File: src/rtl/sram_port_arbiter.sv
// Round-robin arbiter that shares one external-SRAM controller between NUM_REQ requesters.
// Each grant performs a single read or write, sequences the controller's level-enable
// handshake, bounds reads with a timeout and waits out controller recovery before re-arbitrating.
module sram_port_arbiter #(
    parameter int unsigned NUM_REQ    = 4,
    parameter int unsigned ADDR_W     = 18,
    parameter int unsigned DATA_W     = 16,
    parameter int unsigned WR_HOLD    = 12,
    parameter int unsigned RD_TIMEOUT = 64
) (
    input  logic                      clk_i,
    input  logic                      rst_i,
    // requester side
    input  logic [NUM_REQ-1:0]        req_valid_i,
    input  logic [NUM_REQ-1:0]        req_we_i,
    input  logic [NUM_REQ*ADDR_W-1:0] req_addr_i,
    input  logic [NUM_REQ*DATA_W-1:0] req_wdata_i,
    output logic [NUM_REQ-1:0]        req_ready_o,
    output logic [NUM_REQ-1:0]        rsp_valid_o,
    output logic                      rsp_err_o,
    output logic [DATA_W-1:0]         rsp_rdata_o,
    // controller side
    output logic                      mem_rd_en_o,
    output logic                      mem_wr_en_o,
    output logic [ADDR_W-1:0]         mem_addr_o,
    output logic [DATA_W-1:0]         mem_wdata_o,
    input  logic                      mem_rd_valid_i,
    input  logic [DATA_W-1:0]         mem_rdata_i,
    input  logic                      mem_busy_i
);

    localparam int unsigned IdxW   = (NUM_REQ > 1) ? $clog2(NUM_REQ) : 1;
    localparam int unsigned CntMax = (WR_HOLD > RD_TIMEOUT) ? WR_HOLD : RD_TIMEOUT;
    localparam int unsigned CntW   = (CntMax > 1) ? $clog2(CntMax) : 1;

    localparam logic [CntW-1:0] RdLast = CntW'(RD_TIMEOUT - 1);
    localparam logic [CntW-1:0] WrLast = CntW'(WR_HOLD - 1);

    typedef enum logic [2:0] {
        StIdle,
        StGrant,
        StRd,
        StWr,
        StDone,
        StRecover
    } state_e;

    state_e              state_q;
    logic [IdxW-1:0]     last_q;
    logic [IdxW-1:0]     win_q;
    logic                we_q;
    logic [ADDR_W-1:0]   addr_q;
    logic [DATA_W-1:0]   wdata_q;
    logic [CntW-1:0]     cnt_q;

    logic [NUM_REQ-1:0]  req_ready_q;
    logic [NUM_REQ-1:0]  rsp_valid_q;
    logic                rsp_err_q;
    logic [DATA_W-1:0]   rsp_rdata_q;
    logic                mem_rd_en_q;
    logic                mem_wr_en_q;
    logic [ADDR_W-1:0]   mem_addr_q;
    logic [DATA_W-1:0]   mem_wdata_q;

    logic [ADDR_W-1:0]   addr_arr  [NUM_REQ];
    logic [DATA_W-1:0]   wdata_arr [NUM_REQ];
    logic [IdxW-1:0]     pick_idx;
    logic [IdxW-1:0]     cand;
    logic                pick_found;

    function automatic logic [NUM_REQ-1:0] onehot(input logic [IdxW-1:0] idx);
        logic [NUM_REQ-1:0] oh;
        oh      = '0;
        oh[idx] = 1'b1;
        return oh;
    endfunction

    // Split the packed request buses into per-requester fields.
    for (genvar g = 0; g < NUM_REQ; g++) begin : g_unpack
        assign addr_arr[g]  = req_addr_i[g*ADDR_W +: ADDR_W];
        assign wdata_arr[g] = req_wdata_i[g*DATA_W +: DATA_W];
    end

    // Round-robin pick: first active requester scanning upward from last_q+1, wrapping.
    always_comb begin
        pick_found = 1'b0;
        pick_idx   = '0;
        cand       = '0;
        for (int unsigned k = 1; k <= NUM_REQ; k++) begin
            cand = IdxW'((32'(last_q) + k) % NUM_REQ);
            if (!pick_found && req_valid_i[cand]) begin
                pick_found = 1'b1;
                pick_idx   = cand;
            end
        end
    end

    // Transaction sequencer; every output comes straight from a register.
    always_ff @(posedge clk_i or posedge rst_i) begin
        if (rst_i) begin
            state_q     <= StIdle;
            last_q      <= IdxW'(NUM_REQ - 1);
            win_q       <= '0;
            we_q        <= 1'b0;
            addr_q      <= '0;
            wdata_q     <= '0;
            cnt_q       <= '0;
            req_ready_q <= '0;
            rsp_valid_q <= '0;
            rsp_err_q   <= 1'b0;
            rsp_rdata_q <= '0;
            mem_rd_en_q <= 1'b0;
            mem_wr_en_q <= 1'b0;
            mem_addr_q  <= '0;
            mem_wdata_q <= '0;
        end else begin
            unique case (state_q)
                StIdle: begin
                    // Fields are held until req_ready, so latching them here is safe.
                    if (pick_found) begin
                        win_q       <= pick_idx;
                        we_q        <= req_we_i[pick_idx];
                        addr_q      <= addr_arr[pick_idx];
                        wdata_q     <= wdata_arr[pick_idx];
                        req_ready_q <= onehot(pick_idx);
                        state_q     <= StGrant;
                    end
                end
                StGrant: begin
                    req_ready_q <= '0;
                    last_q      <= win_q;
                    cnt_q       <= '0;
                    mem_addr_q  <= addr_q;
                    if (we_q) begin
                        mem_wr_en_q <= 1'b1;
                        mem_wdata_q <= wdata_q;
                        state_q     <= StWr;
                    end else begin
                        mem_rd_en_q <= 1'b1;
                        state_q     <= StRd;
                    end
                end
                StRd: begin
                    // A valid arriving on the final timeout cycle still counts as data.
                    if (mem_rd_valid_i) begin
                        rsp_rdata_q <= mem_rdata_i;
                        rsp_err_q   <= 1'b0;
                        rsp_valid_q <= onehot(win_q);
                        mem_rd_en_q <= 1'b0;
                        state_q     <= StDone;
                    end else if (cnt_q == RdLast) begin
                        rsp_rdata_q <= '0;
                        rsp_err_q   <= 1'b1;
                        rsp_valid_q <= onehot(win_q);
                        mem_rd_en_q <= 1'b0;
                        state_q     <= StDone;
                    end else begin
                        cnt_q <= cnt_q + CntW'(1);
                    end
                end
                StWr: begin
                    if (cnt_q == WrLast) begin
                        rsp_rdata_q <= '0;
                        rsp_err_q   <= 1'b0;
                        rsp_valid_q <= onehot(win_q);
                        mem_wr_en_q <= 1'b0;
                        state_q     <= StDone;
                    end else begin
                        cnt_q <= cnt_q + CntW'(1);
                    end
                end
                StDone: begin
                    rsp_valid_q <= '0;
                    state_q     <= StRecover;
                end
                StRecover: begin
                    if (!mem_busy_i) begin
                        state_q <= StIdle;
                    end
                end
                default: begin
                    state_q <= StIdle;
                end
            endcase
        end
    end

    assign req_ready_o = req_ready_q;
    assign rsp_valid_o = rsp_valid_q;
    assign rsp_err_o   = rsp_err_q;
    assign rsp_rdata_o = rsp_rdata_q;
    assign mem_rd_en_o = mem_rd_en_q;
    assign mem_wr_en_o = mem_wr_en_q;
    assign mem_addr_o  = mem_addr_q;
    assign mem_wdata_o = mem_wdata_q;

endmodule
File: config.mk
export PLATFORM = sky130hd
export DESIGN_NAME = sram_port_arbiter
export DESIGN_NICKNAME = d
export VERILOG_FILES = /design/src/rtl/sram_port_arbiter.sv
export SDC_FILE = /design/constraint.sdc
export NUM_CORES = 1
export LEC_CHECK = 0
export BUFFER_PORTS_ARGS = -buffer_cell sky130_fd_sc_hd__buf_2
export CORE_MARGIN = 2
export CORE_UTILIZATION = 35
export DETAILED_ROUTE_END_ITERATION = 16
export GPL_TIMING_DRIVEN = 0
export PLACE_DENSITY = 0.64
export SLEW_MARGIN = 10
export SYNTH_ARGS = -nofsm -noshare
export SYNTH_HDL_FRONTEND = slang
export SYNTH_SLANG_ARGS = --single-unit
File: constraint.sdc
create_clock -name clk_i -period 4.9 [get_ports clk_i]
set_clock_uncertainty 0.2 [all_clocks]
set_input_delay 0 -clock clk_i [delete_from_list [all_inputs] [get_ports clk_i]]
set_output_delay 0 -clock clk_i [all_outputs]
set_load 0.005 [all_outputs]
==> metrics.md <==
| Metric | Value |
|---|---|
| Pwr/cell area | `547.2 mW/mm^2` |
| Setup crit start | `last_q[0]$_DFFE_PP1N_` |
| Pin count of the biggest net entering global routing | `90` |
| Clk_lat worst skew | `0.35 ns` |
| CP cell instances | `nand2b_1, a21bo_1, buf_6, nand3_2, buf_1, a211oi_1, dlygate4sd3_1, a211oi_1, dlygate4sd3_1` |
| Most common cell in the netlist | `dfrtp_1` |
| Status | `finished, final reports clean` |
| Worst path slowest cell | `dlygate4sd3_1` |
| Slew Limit Fails | `0` |
| Post-DRT Antenna Nets | `0` |
| Height of the die | `between 100 and 150 um` |
| Share of the synthesized area in the top cell type | `0.4795` |
| Post-CTS resize count | `0` |
| WL met1 | `approximately 7700 um` |
| WL final | `about 18000 um` |
| Min Tclk post-route | `around 3.4 ns` |
| Synth-to-layout area growth | `53.30%` |
| Synth cell count leaders | `107 x dfrtp_1, 68 x a211oi_1, 49 x nor2_1, 38 x mux2_2` |
| Diode count | `0` |
| Initial antenna violation count | `0` |
| Largest family of logic cells by synthesized area | `compound AO/OA/AOI/OAI gates` |
| Max Used Layer | `met4` |
| Initial DRT Pass Iterations | `4` |
| LEAKAGE | `a little under 4 nW` |
| Crit. End Element | `register` |
| Worst relative slew slack | `0.4030` |
| Max-cap violations | `0` |
| R2R Path Start | `last_q[0]$_DFFE_PP1N_` |
| Vias | `5519` |
| Routability cong. | `0.8281` |
| Crit path to | `wdata_q[6]$_DFFE_PP0P_` |
| Post-synthesis xor/xnor area fraction | `0.001568` |
| Die X-Extent | `around 130 um` |
| Synth Area in Compound Gates | `0.1546` |
| Syn_area_per_cell | `10.72 um^2` |
| Setup TNS | `0 ns` |
| R2R setup slack | `~1.5 ns` |
| Hold Crit Class | `in -> reg` |
| Critical Path AT | `~3.5 ns` |
| Root Buffer | `clkbuf_16` |
| Synth Area in Adders | `0.002241` |
| Worst slew pin tran | `a little under 0.9 ns` |
| Worst EP required | `around 4.9 ns` |
| Yosys cell types | `48` |
| Metal2 WL | `about 8800 um` |
| Worst reg2reg path depth | `9` |
| CP peak stage delay | `0.60 ns` |
| Initial DRC Count | `around 330` |
| Post-synthesis async set-or-reset flop share | `1.000` |
| DRC | `0` |
| Ranking of synthesized cells by area | `dfrtp_1 48%, a211oi_1 9.1%, mux2_2 7.7%` |
| Vias in the first global route | `~5.7k` |
| Element type at the critical path start | `register` |
| Ys flop type | `dfrtp_1` |
| Final core occ | `0.5448` |
| Clock sink count | `roughly 110` |
| Max Fclk | `around 290 MHz` |
| Reg-to-Reg End | `wdata_q[6]$_DFFE_PP0P_` |
| Fraction of layout cells with a size suffix above 1 | `0.3506` |
| Routed len/inst | `around 16 um` |
| Global Route Usage Sum | `0.2147` |
| Mux share of post-synthesis cell area | `0.1394` |
| Clock Path Buffers | `2` |
| Row Count | `46` |
| Period utilization | `0.6987` |
| Flops & latches, synth | `between 100 and 150` |
| Port bufs | `~220` |
| Final Hold Viols | `0` |
| HPWL Detailed | `between 10000 and 15000 um` |
| Routed wl met3 | `~1000 um` |
| Syn Std Cell Area | `between 0.005 and 0.006 mm^2` |
| H-tree lvl count | `3` |
| Gr ovfl total | `0` |
| Die Area | `~0.017 mm^2` |
| Nets | `~1.0k` |
| First-pass GRT wire length | `around 28000 um` |
| Setup WS pre-CTS | `approximately 2.4 ns` |
| Crit-path max FO | `10` |
| CTS Buf Count | `9` |
| Syn_nets | `between 600 and 700` |
| Final WS setup | `1.476 ns` |
| Register area share after synthesis | `0.4889` |
| Number of flops mapped to enable cells by yosys | `0` |
| Post-Synth Simple-Gate Area | `0.1515` |
| Peak supply drop | `0.2393 mV` |
| YS warnings | `0` |
| Final Power | `between 4 and 5 mW` |
| Area of the core | `~0.016 mm^2` |
| RSZ-0062 raised after global routing | `no` |
| Crit Path Category | `reg -> reg` |
| Syn Inst Count | `roughly 520` |
| IO Pins | `~230` |
| Clock slew at reported path FFs | `0.07 ns` |
| CTS tree | `done` |
| Initial Util | `0.3554` |
| Avg Vias per Cell | `about 5` |
| Finish-stage setup viols | `0` |
| Yosys top cell by area | `dfrtp_1` |
==> cells by family (layout without fill, tap and decap cells) <==
family          after synthesis  count (layout)
compound gates              123             123
mux                          73              73
flops                       109             109
buf+inv                      66             432
fa+ha+maj                     1               1
xor+xnor                      1               1
simple gates                148             148
==> worst min-delay path by stage <==
| stage | from | endpoint | slack, ns | cells past startpoint |
|---|---|---|---|---|
| global route | req_valid_i[2] | state_q[0]$_DFFE_PP0P_ | 0.09 | 5 |
| finish | req_valid_i[2] | state_q[0]$_DFFE_PP0P_ | 0.04 | 5 |
| detailed placement | rst_i | mem_wdata_o[11]$_DFFE_PP0P_ | -0.24 | 2 |
| global placement | mem_rdata_i[6] | rsp_rdata_o[6]$_DFFE_PP0P_ | 0.04 | 3 |
| CTS | req_valid_i[2] | state_q[0]$_DFFE_PP0P_ | 0.03 | 5 |
| floorplan | mem_rdata_i[0] | rsp_rdata_o[0]$_DFFE_PP0P_ | -0.06 | 2 |
==> layout make-up <==
| type | count | area [um^2] |
|---|---|---|
| fillers | 1427 | 7152 |
| inverters | 23 | 91.34 |
| multi-input cells | 346 | 2509 |
| plain buffers | 43 | 259.0 |
| repair buffers | 350 | 2400 |
| clock inverters | 5 | 58.81 |
| flip-flops and latches | 109 | 2730 |
| clock buffers | 11 | 242.7 |
| well taps | 216 | 270.3 |
==> what timing repair did <==
action,4_1_cts,5_1_grt
buffers inserted,0,0
hold buffers,125,0
hold endpoints to repair,163,0
==> sequential cells by signal, summed over array words and instances (netlist names) <==
| name | cells |
|---|---|
| rsp_rdata_o | 16 |
| last_q | 2 |
| we_q | 1 |
| rsp_err_o | 1 |
| cnt_q | 6 |
| mem_rd_en_o | 1 |
| mem_wr_en_o | 1 |
| state_q | 3 |
| req_ready_o | 4 |
| win_q | 2 |
| rsp_valid_o | 4 |
| addr_q | 18 |
| mem_wdata_o | 16 |
| mem_addr_o | 18 |
| wdata_q | 16 |
==> critical path: cells and delay by family (launching register included) <==
| family | cells | cell delay, ns |
|---|---|---|
| buffers and inverters | 4 | 1.68 |
| flip-flops | 1 | 0.56 |
| AO/OA/AOI/OAI | 3 | 0.50 |
| AND/OR/NAND/NOR | 2 | 0.37 |
==> placed cells by master (no fill, tap or decap), drive strengths merged, types with 3 or more instances in the layout <==
master	n
buf	250
dlygate4sd3	125
dfrtp	107
a211oi	71
nor2	49
mux2	38
mux2i	35
and4	35
o21ai	29
clkbuf	29
inv	24
nand3	22
nand2	12
nand2b	7
nor3	6
a21oi	6
nor2b	4
nand3b	4
and3	3
a31oi	3
==> routing by layer <==
metal	GRT usage	up-vias
met5	0	-
met4	0.09108	0
met3	0.03731	41
met2	0.3736	222
met1	0.2627	2595
li1	-	2661
==> per-stage QoR <==
step | hold WS [ns] | std cells | instance area, um^2
global placement | 0.03959 | 961 | 6975
global route | 0.09051 | 1103 | 8561
floorplan | -0.06148 | 521 | 5584
CTS | 0.02668 | 1103 | 8561
detailed placement | -0.2430 | 962 | 7008
finish | 0.04346 | 1103 | 8561
==> where the power goes <==
| group | switching [mW] | leakage [nW] | internal, mW |
|---|---|---|---|
| Sequential | 0.238 | 1.27 | 1.33 |
| Combinational | 1.10 | 2.45 | 1.26 |
| Clock | 0.333 | 0.142 | 0.412 |
| Total | 1.67 | 3.86 | 3.01 |
Power figures use the tool's default switching activity.
